File: src/rtl/add_seq_ctrl_pkg.sv
// Shared definitions for the byte-serial adder sequencer.
//   state_e   : sequencer states (idle, running one byte per cycle, result cycle)
//   BYTE_W    : width of the shared adder slice
//   idx_width : width of the byte index counter for a given byte count
// Optional build macro used by the files importing this package: ADDSEQ_SUB_EN.
package add_seq_ctrl_pkg;

  localparam int unsigned BYTE_W = 8;

  typedef enum logic [1:0] {
    StIdle = 2'd0,
    StRun  = 2'd1,
    StDone = 2'd2
  } state_e;

  // clog2 of the byte count, never narrower than one bit.
  function automatic int unsigned idx_width(input int unsigned bytes);
    return (bytes > 1) ? $clog2(bytes) : 1;
  endfunction

endpackage

File: src/rtl/add_seq_ctrl_if.sv
// Operand/result bundle of add_seq_ctrl.
//   master : operand producer (drives start/a/b/cin[/sub], observes busy/done/results)
//   slave  : the sequencer
// Signals:
//   start  request a new operation       a, b  operands (8*BYTES bits)
//   cin    initial carry-in              sub   subtract select (ADDSEQ_SUB_EN only)
//   busy   operation in progress         done  one-cycle result-update pulse
//   sum    registered result             cout  carry out of MSB byte
//   ovf    two's-complement overflow
// Build macro: ADDSEQ_SUB_EN adds the sub signal.
interface add_seq_ctrl_if
  import add_seq_ctrl_pkg::*;
#(
  parameter int unsigned BYTES = 4
);

  localparam int unsigned Width = BYTE_W * BYTES;

  logic             start;
  logic [Width-1:0] a;
  logic [Width-1:0] b;
  logic             cin;
`ifdef ADDSEQ_SUB_EN
  logic             sub;
`endif
  logic             busy;
  logic             done;
  logic [Width-1:0] sum;
  logic             cout;
  logic             ovf;

`ifdef ADDSEQ_SUB_EN
  modport master (
    output start, a, b, cin, sub,
    input  busy, done, sum, cout, ovf
  );

  modport slave (
    input  start, a, b, cin, sub,
    output busy, done, sum, cout, ovf
  );
`else
  modport master (
    output start, a, b, cin,
    input  busy, done, sum, cout, ovf
  );

  modport slave (
    input  start, a, b, cin,
    output busy, done, sum, cout, ovf
  );
`endif

endinterface

File: src/rtl/add_seq_ctrl_byte_adder.sv
// Combinational 8-bit ripple adder slice: sum = a + b + cin.
// Ports:
//   a, b : addend bytes        cin  : carry in
//   sum  : result byte         cout : carry out of bit 7
module add_seq_ctrl_byte_adder
  import add_seq_ctrl_pkg::*;
(
  input  logic [BYTE_W-1:0] a,
  input  logic [BYTE_W-1:0] b,
  input  logic              cin,
  output logic [BYTE_W-1:0] sum,
  output logic              cout
);

  logic [BYTE_W:0] carry;

  // Explicit full-adder chain so the slice stays a plain ripple structure.
  always_comb begin
    sum      = '0;
    carry    = '0;
    carry[0] = cin;
    for (int i = 0; i < BYTE_W; i++) begin
      sum[i]       = a[i] ^ b[i] ^ carry[i];
      carry[i + 1] = (a[i] & b[i]) | (carry[i] & (a[i] ^ b[i]));
    end
    cout = carry[BYTE_W];
  end

endmodule

File: src/rtl/add_seq_ctrl.sv
// Byte-serial wide adder: adds two 8*BYTES-bit operands through a single
// 8-bit slice, one byte per clock, LSB first, carry chained in a register.
// Ports:
//   clk   : clock, rising edge
//   rst_n : synchronous active-low reset
//   bus   : add_seq_ctrl_if.slave (start/a/b/cin[/sub] in, busy/done/sum/cout/ovf out)
// Timing: start sampled at edge T (idle or done) -> BYTES run cycles -> one
// done cycle with busy low; a start in the done cycle begins the next operation.
// Build macro: ADDSEQ_SUB_EN enables subtraction (sum = a - b when sub=1).
module add_seq_ctrl
  import add_seq_ctrl_pkg::*;
#(
  parameter int unsigned BYTES = 4
) (
  input logic         clk,
  input logic         rst_n,
  add_seq_ctrl_if.slave bus
);

  localparam int unsigned IdxW = idx_width(BYTES);
  localparam logic [IdxW-1:0] LastIdx = IdxW'(BYTES - 1);

  state_e                        state_q;
  logic [IdxW-1:0]               idx_q;
  logic                          carry_q;
  logic [BYTES-1:0][BYTE_W-1:0]  a_q;
  logic [BYTES-1:0][BYTE_W-1:0]  b_q;
  logic [BYTES-1:0][BYTE_W-1:0]  acc_q;
  logic [BYTES-1:0][BYTE_W-1:0]  acc_next;
  logic                          busy_q;
  logic                          done_q;
  logic [BYTES-1:0][BYTE_W-1:0]  sum_q;
  logic                          cout_q;
  logic                          ovf_q;

  logic [BYTE_W-1:0]             slice_sum;
  logic                          slice_cout;
  logic                          final_ovf;

  add_seq_ctrl_byte_adder u_slice (
    .a    (a_q[idx_q]),
    .b    (b_q[idx_q]),
    .cin  (carry_q),
    .sum  (slice_sum),
    .cout (slice_cout)
  );

  // Accumulator with the current slice result merged in; on the last byte
  // this is the complete result.
  always_comb begin
    acc_next        = acc_q;
    acc_next[idx_q] = slice_sum;
  end

  // b_q already holds the effective (possibly inverted) B, so its MSB is the
  // one the overflow rule needs.
  assign final_ovf = (a_q[BYTES-1][BYTE_W-1] == b_q[BYTES-1][BYTE_W-1]) &&
                     (slice_sum[BYTE_W-1] != a_q[BYTES-1][BYTE_W-1]);

  always_ff @(posedge clk) begin
    if (!rst_n) begin
      state_q <= StIdle;
      idx_q   <= '0;
      carry_q <= 1'b0;
      a_q     <= '0;
      b_q     <= '0;
      acc_q   <= '0;
      busy_q  <= 1'b0;
      done_q  <= 1'b0;
      sum_q   <= '0;
      cout_q  <= 1'b0;
      ovf_q   <= 1'b0;
    end else begin
      done_q <= 1'b0;
      unique case (state_q)
        StIdle, StDone: begin
          if (bus.start) begin
            a_q     <= bus.a;
            idx_q   <= '0;
            busy_q  <= 1'b1;
            state_q <= StRun;
`ifdef ADDSEQ_SUB_EN
            // Invert B once at capture instead of per byte; same effect.
            b_q     <= bus.sub ? ~bus.b : bus.b;
            carry_q <= bus.sub | bus.cin;
`else
            b_q     <= bus.b;
            carry_q <= bus.cin;
`endif
          end else begin
            state_q <= StIdle;
          end
        end
        StRun: begin
          acc_q   <= acc_next;
          carry_q <= slice_cout;
          if (idx_q == LastIdx) begin
            // Results are published only here, so partial sums never show.
            sum_q   <= acc_next;
            cout_q  <= slice_cout;
            ovf_q   <= final_ovf;
            done_q  <= 1'b1;
            busy_q  <= 1'b0;
            state_q <= StDone;
          end else begin
            idx_q <= idx_q + IdxW'(1);
          end
        end
        default: begin
          state_q <= StIdle;
          busy_q  <= 1'b0;
        end
      endcase
    end
  end

  assign bus.busy = busy_q;
  assign bus.done = done_q;
  assign bus.sum  = sum_q;
  assign bus.cout = cout_q;
  assign bus.ovf  = ovf_q;

endmodule
File: src/flat_wrapper.sv
// flat-port wrapper written by rule: the top's interface ports become plain ports
module add_seq_ctrl_flat import add_seq_ctrl_pkg::*;
#(
  parameter int unsigned BYTES = 4
)
  (clk, rst_n, bus_start, bus_a, bus_b, bus_cin, bus_busy, bus_done, bus_sum, bus_cout, bus_ovf);
  add_seq_ctrl_if #(.BYTES(BYTES)) bus_i ();
  input logic clk;
  input logic rst_n;
  input wire logic [$bits(bus_i.start)-1:0] bus_start;
  input wire logic [$bits(bus_i.a)-1:0] bus_a;
  input wire logic [$bits(bus_i.b)-1:0] bus_b;
  input wire logic [$bits(bus_i.cin)-1:0] bus_cin;
  output wire logic [$bits(bus_i.busy)-1:0] bus_busy;
  output wire logic [$bits(bus_i.done)-1:0] bus_done;
  output wire logic [$bits(bus_i.sum)-1:0] bus_sum;
  output wire logic [$bits(bus_i.cout)-1:0] bus_cout;
  output wire logic [$bits(bus_i.ovf)-1:0] bus_ovf;
  assign bus_i.start = bus_start;
  assign bus_i.a = bus_a;
  assign bus_i.b = bus_b;
  assign bus_i.cin = bus_cin;
  assign bus_busy = bus_i.busy;
  assign bus_done = bus_i.done;
  assign bus_sum = bus_i.sum;
  assign bus_cout = bus_i.cout;
  assign bus_ovf = bus_i.ovf;
  add_seq_ctrl #(.BYTES(BYTES)) u_core (.clk(clk), .rst_n(rst_n), .bus(bus_i));
endmodule
File: config.mk
export PLATFORM = sky130hd
export DESIGN_NAME = add_seq_ctrl_flat
export DESIGN_NICKNAME = d
export VERILOG_FILES = /design/src/rtl/add_seq_ctrl_pkg.sv /design/src/rtl/add_seq_ctrl_if.sv /design/src/rtl/add_seq_ctrl_byte_adder.sv /design/src/rtl/add_seq_ctrl.sv /design/src/flat_wrapper.sv
export SDC_FILE = /design/constraint.sdc
export NUM_CORES = 1
export LEC_CHECK = 0
export BUFFER_PORTS_ARGS = -buffer_cell sky130_fd_sc_hd__buf_2
export CAP_MARGIN = 20
export CORE_MARGIN = 3
export CORE_UTILIZATION = 40
export CTS_CLUSTER_SIZE = 14
export DETAILED_ROUTE_END_ITERATION = 6
export HOLD_SLACK_MARGIN = 0.1
export PLACE_DENSITY_LB_ADDON = 0.1
export SLEW_MARGIN = 10
export SYNTH_ARGS = -nofsm -noshare
export SYNTH_HDL_FRONTEND = slang
export SYNTH_SLANG_ARGS = --single-unit
File: constraint.sdc
create_clock -name clk -period 5.3 [get_ports clk]
set_clock_uncertainty 0.15 [all_clocks]
set_input_delay 0 -clock clk [delete_from_list [all_inputs] [get_ports clk]]
set_output_delay 0 -clock clk [all_outputs]
set_load 0.1 [all_outputs]
==> flow_summary.ini <==
[power_and_ir_drop]
p_total_uw = 2524
vdd_drop_max_v = 0.0002316
leakagePower_uw = 0.003221
p_per_area_mw_per_mm2 = 325.1

[synth]
ys_ff_latch = 129
synthTopCellsByArea = dfxtp_1, nand2_1, a21boi_0
synth_area_per_cell_sq_um = 9.744
yosysSeqAreaShare_pct = 46.50
ys_types = 35
syn_inst = 570
yosys_warnings = 0
syn-num-nets = 650
synthesis.area_sq_mm = 0.005554
synth_top_area_share_pct = 46.50
yosysTopAreaCell = dfxtp_1

[floorplan]
die_x_um = 123.8
die_h_um = 123.8
io-pin-count = 104
die_area_sq_mm = 0.01534
coreArea_sq_mm = 0.01340
rows = 42
initial_core_util_pct = 41.45

[layout]
layout-drive-gt1-share_pct = 20.96
fin_nets = 837
area_growth_pct = 39.83
utilization_pct = 57.96
fillCellCount = 1179
diodes = 0

[global_route]
gr-total-overflow = 0
gr-usage-met3_pct = 4.768
grtUsageTotal_pct = 19.64
busiest_layer = met2
met2_usage_pct = 33.29
grt_max_degree = 97
antenna_found_initial = 0
met1_usage_pct = 23.66
grt_pass1_wl_mm = 23.03
grt_pass1_vias = 4720

[timing]
finalSetupTns_ns = 0
worst_slack_ns = 0.4055
slew_headroom_pct = 34.33
fin_crit_ns = 4.894
timing.hold.ws_ns = 0.1053
setup_viol = 0
period_share_pct = 92.35
worst_pin_slew_ns = 0.9825
maxSlewViolCount = 0
timing.final.hold_violations = 0
rsz0062_at_grt = no
fmax_mhz = 204.3

[route]
wl_per_cell_um = 15.01
first_iter_violations = 263
ant_nets = 0
first_pass_iters = 4
vias_per_cell = 4.904
drc = 0
totalWireLength_mm = 14.17
via_count = 4629

[clocking]
postCtsSetupRepairBufs = 0
clkTransAtPathRegs_ns = 0.05
hold_buffers = 110
ctsResizeCount = 0
clock-sinks = 129
numCtsBuffers = 17
clockRootBuffer = clkbuf_16
clockBufferDepth = 2
htree_levels = 4
cts_tree = done
clock_latency_ns = 0.42

[setup_path]
end_kind = flop
critPathLaunchType = flop
cp.arrival_ns = 5.11
critical_path_class = reg -> reg
critPathMaxFanout = 9
crit_required_ns = 5.51

[worst_hold_path]
hold_path_class = in -> reg

[status]
outcome = completed

[placement]
post-place-ws_ns = 0.4018
portBuffers = 103
place_hpwl_mm = 8.933
gp_congestion = 0.7549

[run]
drv_cap = 0
[stage by stage]
stage / cells / area, sq um
2_1_floorplan: 570 / 5554
3_3_place_gp: 803 / 6055
3_5_place_dp: 804 / 6075
4_1_cts: 944 / 7766
5_1_grt: 944 / 7766
6_report: 944 / 7766
[Yosys cell counts, drive strengths merged]
master,instances
nor2,6
a21boi,84
nand3b,3
a21oi,7
nor3,1
fa,8
nor3b,1
mux2,1
a31o,1
or3,2
o211a,7
and3b,3
mux2i,18
o21ai,1
mux4,16
ha,4
nand2,174
nand2b,1
dfxtp,129
a22o,13
clkbuf,15
inv,11
buf,37
nand3,2
o2bb2ai,21
nor2b,3
o21a,1
[kinds of logic after synthesis]
| logic type | count (synthesis) | share of synthesized area, % |
|---|---|---|
| AOI/OAI and AO/OA | 135 | 19.19 |
| adders and majority gates | 12 | 3.785 |
| buffers and inverters | 63 | 6.015 |
| DFF | 129 | 46.50 |
| muxes | 35 | 9.935 |
| and+or+nand+nor | 196 | 14.58 |
[cell usage in the layout (no fill, tap or decap), types with 2 or more instances in the layout]
| cell | Yosys | final |
|---|---|---|
| or3_1 | 2 | 2 |
| a21oi_1 | 7 | 7 |
| a22o_1 | 13 | 13 |
| nor2b_4 | 1 | 2 |
| dlygate4sd3_1 | 0 | 110 |
| bufinv_16 | 0 | 2 |
| mux4_2 | 16 | 16 |
| buf_2 | 16 | 103 |
| o2bb2ai_1 | 21 | 21 |
| fa_1 | 8 | 8 |
| clkinv_2 | 0 | 3 |
| mux2i_1 | 18 | 18 |
| nand3b_1 | 3 | 3 |
| nor2_1 | 6 | 6 |
| buf_4 | 8 | 6 |
| and3b_1 | 3 | 3 |
| ha_1 | 4 | 4 |
| clkbuf_1 | 15 | 2 |
| o211a_1 | 7 | 7 |
| clkbuf_8 | 0 | 6 |
| inv_1 | 10 | 10 |
| nand2_1 | 174 | 174 |
| clkbuf_16 | 0 | 17 |
| a21boi_0 | 50 | 50 |
| dfxtp_1 | 129 | 129 |
| a21boi_1 | 33 | 33 |
[critical path: stages (launching register included)]
cell	delay [ns]
dfxtp_1	0.42
buf_4	0.21
mux4_2	0.32
fa_1	0.41
fa_1	0.39
fa_1	0.39
fa_1	0.40
fa_1	0.37
inv_1	0.08
fa_1	0.17
inv_1	0.05
fa_1	0.35
inv_1	0.08
fa_1	0.53
or3_1	0.35
nand2_1	0.07
a22o_1	0.11
[power breakdown]
group | internal [uW] | switching [uW] | total (uW)
logic | 165 | 167 | 332
clock network | 759 | 401 | 1160
registers | 1010 | 22.5 | 1030
total | 1930 | 591 | 2520
[worst paths after layout]
path / start / endpoint / slack [ns] / depth (start not counted)
setup / recovery: u_core.idx_q[1] / u_core.bus.ovf / 0.41 / 16
hold / removal: bus_start / u_core.b_q[18] / 0.11 / 4
setup reg to reg: u_core.idx_q[1] / u_core.bus.ovf / 0.41 / 16
hold reg to reg: u_core.a_q[6] / u_core.a_q[6] / 0.30 / 2
[metal layers]
layer	part of all wire, %	routed length (um)
met1	44	6276
met2	49	6999
met3	3.9	557
met4	2.4	341
met5	0	0
[layout make-up]
class                      instances  area, sq um  share of cell area, %
tap                              176        220.2                  2.836
inverter                          11        43.79                 0.5639
clock inverter                     5        75.07                 0.9667
timing repair buffer             220         1682                  21.65
clock buffer                      25        515.5                  6.638
sequential                       129         2582                  33.25
multi-input combinational        378         2648                  34.09
[state kept, by name (all words and copies together) (netlist names)]
signal           flops
u_core.carry_q       1
u_core.b_q          32
u_core.a_q          32
u_core.idx_q         2
u_core.bus.cout      1
u_core.bus.ovf       1
u_core.bus.busy      1
u_core.acc_q        24
u_core.bus.sum      32
u_core.bus.done      1
u_core.state_q       2
No activity file was read; power rests on OpenSTA's default activity.
